## src/rtl/mem_access_sequencer_pkg.sv

```systemverilog
// Shared reference-CPU definitions for the data-memory access sequencer.
package mem_access_sequencer_pkg;

  typedef enum logic [1:0] {
    MSIZE_B = 2'd0,
    MSIZE_H = 2'd1,
    MSIZE_W = 2'd2,
    MSIZE_X = 2'd3
  } mem_size_t;

  typedef enum logic [1:0] {
    ST_IDLE,
    ST_REQ,
    ST_WAIT,
    ST_DONE
  } mem_state_t;

  typedef logic [3:0] strobe_t;

endpackage

```

## src/rtl/mem_access_sequencer_store_align.sv

```systemverilog
// Combinational store alignment: byte strobe, lane-replicated write data, misalignment flag.
module store_align
  import mem_access_sequencer_pkg::*;
(
  input  logic [1:0]  size_i,
  input  logic [1:0]  addr_lo_i,
  input  logic [31:0] wdata_i,
  output strobe_t     strobe_o,
  output logic [31:0] wdata_o,
  output logic        misaligned_o
);

  always_comb begin
    strobe_o     = '0;
    wdata_o      = wdata_i;
    misaligned_o = 1'b0;
    unique case (mem_size_t'(size_i))
      MSIZE_B: begin
        strobe_o = strobe_t'(4'b0001 << addr_lo_i);
        wdata_o  = {4{wdata_i[7:0]}};
      end
      MSIZE_H: begin
        strobe_o     = strobe_t'(4'b0011 << {addr_lo_i[1], 1'b0});
        wdata_o      = {2{wdata_i[15:0]}};
        misaligned_o = addr_lo_i[0];
      end
      MSIZE_W: begin
        strobe_o     = 4'hF;
        misaligned_o = (addr_lo_i != 2'b00);
      end
      MSIZE_X: misaligned_o = 1'b1;
    endcase
  end

endmodule

```

## src/rtl/mem_access_sequencer.sv

```systemverilog
// One data-bus access per load/store with alignment checking.
// Optional bus timeout abort enabled by defining MEM_TIMEOUT_EN.
module mem_access_sequencer
  import mem_access_sequencer_pkg::*;
#(
  parameter int unsigned TIMEOUT_CYCLES = 255
) (
  input  logic        clk,
  input  logic        resetn,
  input  logic        start,
  input  logic        is_store,
  input  logic [1:0]  size,
  input  logic [31:0] addr,
  input  logic [31:0] wdata,
  output logic        busy,
  output logic        done,
  output logic [31:0] rdata,
  output logic        addr_err,
  output logic        bus_err,
  output logic        dbus_valid,
  output logic [31:0] dbus_addr,
  output logic [3:0]  dbus_strobe,
  output logic [31:0] dbus_wdata,
  input  logic        dbus_addr_ok,
  input  logic        dbus_data_ok,
  input  logic [31:0] dbus_rdata
);

  mem_state_t  state_q, state_d;
  logic        is_store_q, is_store_d;
  logic [31:0] addr_q, addr_d;
  strobe_t     strobe_q, strobe_d;
  logic [31:0] wdata_q, wdata_d;
  logic [31:0] rdata_q, rdata_d;
  logic        addr_err_q, addr_err_d;
  logic        busy_q, done_q, valid_q;

  strobe_t     sa_strobe;
  logic [31:0] sa_wdata;
  logic        sa_mis;
  logic        in_bus, complete, abort;

  store_align u_store_align (
    .size_i       (size),
    .addr_lo_i    (addr[1:0]),
    .wdata_i      (wdata),
    .strobe_o     (sa_strobe),
    .wdata_o      (sa_wdata),
    .misaligned_o (sa_mis)
  );

  assign in_bus   = (state_q == ST_REQ) || (state_q == ST_WAIT);
  assign complete = ((state_q == ST_REQ) && dbus_addr_ok && dbus_data_ok) ||
                    ((state_q == ST_WAIT) && dbus_data_ok);

`ifdef MEM_TIMEOUT_EN
  localparam int unsigned CNT_W = $clog2(TIMEOUT_CYCLES + 1);

  logic [CNT_W-1:0] cnt_q, cnt_d;
  logic             bus_err_q, bus_err_d;

  // Counter holds cycles already spent in REQ/WAIT; abort on the last allowed one.
  assign abort = in_bus && !complete && (cnt_q == CNT_W'(TIMEOUT_CYCLES - 1));

  always_comb begin
    cnt_d     = in_bus ? cnt_q + 1'b1 : '0;
    bus_err_d = bus_err_q;
    if ((state_q == ST_IDLE) && start) bus_err_d = 1'b0;
    else if (abort)                    bus_err_d = 1'b1;
  end

  always_ff @(posedge clk) begin
    if (!resetn) begin
      cnt_q     <= '0;
      bus_err_q <= 1'b0;
    end else begin
      cnt_q     <= cnt_d;
      bus_err_q <= bus_err_d;
    end
  end

  assign bus_err = bus_err_q;
`else
  logic [31:0] unused_timeout;
  assign unused_timeout = 32'(TIMEOUT_CYCLES);
  assign abort          = 1'b0;
  assign bus_err        = 1'b0;
`endif

  always_comb begin
    state_d    = state_q;
    is_store_d = is_store_q;
    addr_d     = addr_q;
    strobe_d   = strobe_q;
    wdata_d    = wdata_q;
    rdata_d    = rdata_q;
    addr_err_d = addr_err_q;
    unique case (state_q)
      ST_IDLE: begin
        if (start) begin
          is_store_d = is_store;
          addr_d     = {addr[31:2], 2'b00};
          strobe_d   = is_store ? sa_strobe : '0;
          wdata_d    = sa_wdata;
          addr_err_d = sa_mis;
          state_d    = sa_mis ? ST_DONE : ST_REQ;
        end
      end
      ST_REQ: begin
        if (complete)          state_d = ST_DONE;
        else if (abort)        state_d = ST_DONE;
        else if (dbus_addr_ok) state_d = ST_WAIT;
      end
      ST_WAIT: begin
        if (complete || abort) state_d = ST_DONE;
      end
      ST_DONE: state_d = ST_IDLE;
    endcase
    if (complete && !is_store_q) rdata_d = dbus_rdata;
  end

  always_ff @(posedge clk) begin
    if (!resetn) begin
      state_q    <= ST_IDLE;
      is_store_q <= 1'b0;
      addr_q     <= '0;
      strobe_q   <= '0;
      wdata_q    <= '0;
      rdata_q    <= '0;
      addr_err_q <= 1'b0;
      busy_q     <= 1'b0;
      done_q     <= 1'b0;
      valid_q    <= 1'b0;
    end else begin
      state_q    <= state_d;
      is_store_q <= is_store_d;
      addr_q     <= addr_d;
      strobe_q   <= strobe_d;
      wdata_q    <= wdata_d;
      rdata_q    <= rdata_d;
      addr_err_q <= addr_err_d;
      busy_q     <= (state_d != ST_IDLE);
      done_q     <= (state_d == ST_DONE);
      valid_q    <= (state_d == ST_REQ);
    end
  end

  assign busy        = busy_q;
  assign done        = done_q;
  assign rdata       = rdata_q;
  assign addr_err    = addr_err_q;
  assign dbus_valid  = valid_q;
  assign dbus_addr   = addr_q;
  assign dbus_strobe = strobe_q;
  assign dbus_wdata  = wdata_q;

endmodule
```

## config.mk

```make
export PLATFORM = sky130hd
export DESIGN_NAME = mem_access_sequencer
export DESIGN_NICKNAME = d
export VERILOG_FILES = /design/src/rtl/mem_access_sequencer_pkg.sv /design/src/rtl/mem_access_sequencer_store_align.sv /design/src/rtl/mem_access_sequencer.sv
export SDC_FILE = /design/constraint.sdc
export NUM_CORES = 1
export LEC_CHECK = 0
export BUFFER_PORTS_ARGS = -buffer_cell sky130_fd_sc_hd__buf_2
export CAP_MARGIN = 20
export CELL_PAD_IN_SITES_DETAIL_PLACEMENT = 0
export CELL_PAD_IN_SITES_GLOBAL_PLACEMENT = 1
export CORE_ASPECT_RATIO = 0.9
export CORE_MARGIN = 3
export CORE_UTILIZATION = 34
export DETAILED_ROUTE_END_ITERATION = 8
export GPL_TIMING_DRIVEN = 1
export PLACE_DENSITY_LB_ADDON = 0.1
export SETUP_SLACK_MARGIN = 0.1
export SLEW_MARGIN = 20
export SYNTH_ARGS = -nofsm -noshare
export SYNTH_HDL_FRONTEND = slang
export SYNTH_HIERARCHICAL = 1
export SYNTH_SLANG_ARGS = --single-unit
export TNS_END_PERCENT = 5
```

## constraint.sdc

```tcl
create_clock -name clk -period 1.9 [get_ports clk]
set_input_delay 0.285 -clock clk [delete_from_list [all_inputs] [get_ports clk]]
set_output_delay 0.285 -clock clk [all_outputs]
set_load 0.01 [all_outputs]
```

==> impl_metrics.prom <==
# TYPE chip_impl_metric gauge
chip_impl_info{name="run_status",value="finished, final reports clean"} 1
chip_impl_metric{name="power.ir.vdd_worst",unit="V"} 0.000454
chip_impl_metric{name="synthDominantCellAreaShare",unit=""} 0.426
chip_impl_metric{name="number_of_antenna_violations_at_the_first_check_in_global_routing",unit=""} 0
chip_impl_metric{name="detail_route.vias_per_cell",unit=""} 4.99
chip_impl_info{name="worstSetupPathType",value="reg -> reg"} 1
chip_impl_metric{name="pwr_density_cell",unit="nW/um^2"} 888
chip_impl_metric{name="fp.dieArea",unit="sq um"} 16000
chip_impl_metric{name="area.growth.synth_to_final",unit="%"} 27.4
chip_impl_metric{name="synth_warnings",unit=""} 6
chip_impl_metric{name="htree_num_levels",unit=""} 3
chip_impl_info{name="layout_common_cells",value="sky130_fd_sc_hd__buf_2 (204), sky130_fd_sc_hd__nand2_1 (142), sky130_fd_sc_hd__dfxtp_1 (105)"} 1
chip_impl_metric{name="min_delay_path_depth",unit=""} 3
chip_impl_metric{name="min_period_over_period",unit=""} 0.853
chip_impl_metric{name="drt_iter0_markers",unit=""} 219
chip_impl_metric{name="fin_util",unit=""} 0.445
chip_impl_metric{name="clkSlewWorstSetupHoldPaths",unit="ns"} 0.07
chip_impl_metric{name="num-nets-final",unit=""} 852
chip_impl_metric{name="clk-insertion-delay-late",unit="ns"} 0.35
chip_impl_metric{name="cell_internal_pwr",unit="mW"} 3.93
chip_impl_metric{name="setup_violations",unit=""} 0
chip_impl_metric{name="avgSynthCellArea",unit="sq um"} 8.43
chip_impl_info{name="post_synth_main_area_contributors",value="sky130_fd_sc_hd__dfxtp_1 (43%), sky130_fd_sc_hd__nand2_1 (11%), sky130_fd_sc_hd__nand3_1 (6.9%)"} 1
chip_impl_metric{name="global_route.usage.total",unit=""} 0.180
chip_impl_info{name="mostFrequentLayoutCell",value="sky130_fd_sc_hd__buf_2"} 1
chip_impl_metric{name="drcViolationCount",unit=""} 0
chip_impl_metric{name="power_frac_seq",unit=""} 0.452
chip_impl_metric{name="grt_overflow",unit=""} 0
chip_impl_metric{name="globalplace.congestion",unit=""} 0.751
chip_impl_metric{name="report.final.hold_viol_count",unit=""} 0
chip_impl_metric{name="io_pins",unit=""} 209
chip_impl_metric{name="n_antenna_cell",unit=""} 0
chip_impl_metric{name="via_count_of_the_first_global_routing_pass",unit=""} 4509
chip_impl_info{name="r2r_end",value="rdata[13]$_SDFFE_PN0P_"} 1
chip_impl_metric{name="static-leakage-power",unit="nW"} 2.85
chip_impl_metric{name="sequential_element_share_of_the_synthesized_area",unit=""} 0.426
chip_impl_metric{name="max_cap_viol_count",unit=""} 0
chip_impl_metric{name="wirelength",unit="um"} 14700
chip_impl_info{name="rsz0062_at_grt",value="false"} 1
chip_impl_metric{name="core_area",unit="sq um"} 14100
chip_impl_info{name="worst_r2r_startpoint",value="state_q[0]$_SDFF_PN0_"} 1
chip_impl_metric{name="detailedRoute.firstPassIterationCount",unit=""} 4
chip_impl_metric{name="combinational_share_of_power",unit=""} 0.205
chip_impl_metric{name="cts_repair_resize_count",unit=""} 0
chip_impl_metric{name="report.final.slew_viol_count",unit=""} 0
chip_impl_metric{name="cts_inserted_buffers",unit=""} 9
chip_impl_metric{name="dp_worst_setup_slack",unit="ns"} 0.266
chip_impl_metric{name="ys_seq_elements",unit=""} 105
chip_impl_metric{name="initial_utilization",unit=""} 0.349
chip_impl_metric{name="avgRoutedWirePerCell",unit="um"} 15.5
chip_impl_metric{name="finalSetupTns",unit="ns"} 0
chip_impl_metric{name="power.switching",unit="mW"} 1.65
chip_impl_metric{name="critical_path_peak_fanout",unit=""} 12
chip_impl_metric{name="ys_types",unit=""} 38
chip_impl_info{name="timing.critical_path.to_type",value="flop"} 1
chip_impl_metric{name="mappedNetlistArea",unit="sq um"} 4930
chip_impl_metric{name="clock_power_share",unit=""} 0.343
chip_impl_metric{name="die_y",unit="um"} 120
chip_impl_metric{name="drtAntennaViolNets",unit=""} 0
chip_impl_metric{name="synth_async_sr_flop_share",unit=""} 0
chip_impl_info{name="synthDominantAreaCellType",value="sky130_fd_sc_hd__dfxtp_1"} 1
chip_impl_metric{name="hold_buffers",unit=""} 0
chip_impl_metric{name="post_layout_min_period",unit="ns"} 1.62
chip_impl_info{name="hp-start",value="addr[26]"} 1
chip_impl_info{name="cts_tree",value="done"} 1
chip_impl_metric{name="rows",unit=""} 41
chip_impl_metric{name="place.detailed.instances",unit=""} 930
chip_impl_metric{name="max_clock_freq",unit="MHz"} 617
chip_impl_metric{name="timing.reg2reg.setup_slack",unit="ns"} 0.28
chip_impl_info{name="clockRootBuffer",value="sky130_fd_sc_hd__clkbuf_16"} 1
chip_impl_metric{name="worst_clock_skew",unit="ns"} 0.00467
chip_impl_metric{name="final.setup.worst_slack",unit="ns"} 0.280
chip_impl_info{name="worst_setup_sp_type",value="flop"} 1
chip_impl_metric{name="clock_sink_count",unit=""} 105
chip_impl_info{name="hold_path_end",value="dbus_addr[26]$_SDFFE_PN0P_"} 1
chip_impl_metric{name="sw_frac_of_total",unit=""} 0.295
chip_impl_metric{name="synth_edf_count",unit=""} 0
chip_impl_metric{name="synth_cells",unit=""} 585
chip_impl_metric{name="numPortBuffers",unit=""} 205
chip_impl_metric{name="place.detailed.hpwl",unit="um"} 10300
chip_impl_info{name="classification_of_the_worst_slack_hold_path",value="in -> reg"} 1
chip_impl_metric{name="finish.cell_count_without_fillers",unit=""} 946
chip_impl_metric{name="critPathRequiredTime",unit="ns"} 2.13
chip_impl_metric{name="first_pass_grt_wire_length",unit="um"} 23200
chip_impl_metric{name="cts.path.max_buffers",unit=""} 2
chip_impl_metric{name="grt_start_max_net_pins",unit=""} 69
chip_impl_metric{name="critPathArrivalTime",unit="ns"} 1.85
chip_impl_info{name="ys_dominant_reg_cell",value="sky130_fd_sc_hd__dfxtp_1"} 1
chip_impl_metric{name="post-cts-setup-buffer-count",unit=""} 0
chip_impl_metric{name="vias_post_dr",unit=""} 4722
chip_impl_metric{name="layout-drive-gt1-share",unit=""} 0.343
chip_impl_metric{name="fp.dieW",unit="um"} 133
chip_impl_metric{name="reg2reg_depth",unit=""} 4
-- through the flow --
step                      power [mW]  hold WS (ns)  instance area (sq um)
final                           5.58         0.167                   6280
after global routing            5.89         0.156                   6280
after CTS                       5.68         0.149                   6280
after detailed placement        3.73         0.444                   5970
after global placement          3.71         0.440                   5970
after floorplan                 3.27         0.420                   4940
-- worst max-delay path by stage --
stage / from / end / slack [ns] / depth (start not counted)
6_report: state_q[0]$_SDFF_PN0_ / rdata[13]$_SDFFE_PN0P_ / 0.28 / 4
2_1_floorplan: state_q[1]$_SDFF_PN0_ / dbus_wdata[12]$_SDFFE_PN0P_ / 0.52 / 7
3_5_place_dp: state_q[0]$_SDFF_PN0_ / rdata[13]$_SDFFE_PN0P_ / 0.27 / 4
4_1_cts: state_q[0]$_SDFF_PN0_ / rdata[13]$_SDFFE_PN0P_ / 0.25 / 4
5_1_grt: state_q[0]$_SDFF_PN0_ / rdata[13]$_SDFFE_PN0P_ / 0.11 / 4
3_3_place_gp: size[0] / done$_SDFF_PN0_ / 0.27 / 6
-- critical path, stage by stage, from the launching register on --
cell,delay [ns]
sky130_fd_sc_hd__dfxtp_1,0.54
sky130_fd_sc_hd__nand3b_1,0.41
sky130_fd_sc_hd__buf_4,0.34
sky130_fd_sc_hd__nand4_1,0.12
sky130_fd_sc_hd__nand3_1,0.09
-- cell usage after synthesis, types with 2 or more instances --
cell type and count:
sky130_fd_sc_hd__o2111ai_1 32, sky130_fd_sc_hd__buf_2 15, sky130_fd_sc_hd__nand3_1 68, sky130_fd_sc_hd__clkbuf_1 34, sky130_fd_sc_hd__mux2_4 6, sky130_fd_sc_hd__nand4_1 32, sky130_fd_sc_hd__a21boi_0 44, sky130_fd_sc_hd__o21ai_0 5
sky130_fd_sc_hd__o21ai_1 4, sky130_fd_sc_hd__buf_1 2, sky130_fd_sc_hd__nor2b_1 2, sky130_fd_sc_hd__buf_4 13, sky130_fd_sc_hd__nor2_1 3, sky130_fd_sc_hd__nand2b_1 5, sky130_fd_sc_hd__dfxtp_1 105, sky130_fd_sc_hd__a21boi_1 24
sky130_fd_sc_hd__buf_6 6, sky130_fd_sc_hd__mux2_2 10, sky130_fd_sc_hd__a21oi_1 7, sky130_fd_sc_hd__mux2i_1 9, sky130_fd_sc_hd__nand2_1 142
-- flip-flops by register name, summed over array words and instances, names as in the netlist, 2 cells and up --
signal	flops
dbus_wdata	32
state_q	2
dbus_addr	30
dbus_strobe	4
rdata	32
-- kinds of logic (layout without fill, tap and decap cells) --
| kind of cell | Yosys count | count (layout) | synth area share |
|---|---|---|---|
| other | 1 | 3 | 0.000761 |
| buffers and inverters | 73 | 239 | 0.0840 |
| AO/OA/AOI/OAI | 121 | 121 | 0.185 |
| multiplexers | 25 | 25 | 0.0594 |
| AND/OR/NAND/NOR | 260 | 260 | 0.244 |
| flip-flops | 105 | 105 | 0.426 |
-- power by group through the flow --
stage               Sequential, mW  Clock, mW  Combinational [mW]
global route                  2.55       2.07                1.27
floorplan                     2.65          0               0.620
finish                        2.52       1.91                1.14
global placement              2.56          0                1.14
detailed placement            2.57          0                1.16
CTS                           2.52       1.99                1.16
-- layout make-up --
cell class                      instances  area [sq um]
Fill cell                            1467          7830
Clock inverter                          5          63.8
Tap cell                              193           241
Timing Repair Buffer                  222          1190
Inverter                                1          3.75
Multi-Input combinational cell        409          2430
Clock buffer                           11           243
Sequential cell                       105          2100
-- metal layers --
metal | track usage | share of wire | vias to the layer above | wire, um
met5 | 0 | 0 | - | 0
met4 | 0.0727 | 0.024 | 0 | 351
met3 | 0.0553 | 0.074 | 22 | 1090
met2 | 0.276 | 0.44 | 154 | 6490
met1 | 0.237 | 0.46 | 2171 | 6770
li1 | - | - | 2375 | -
Note: power is estimated with default switching activity, not from simulation.
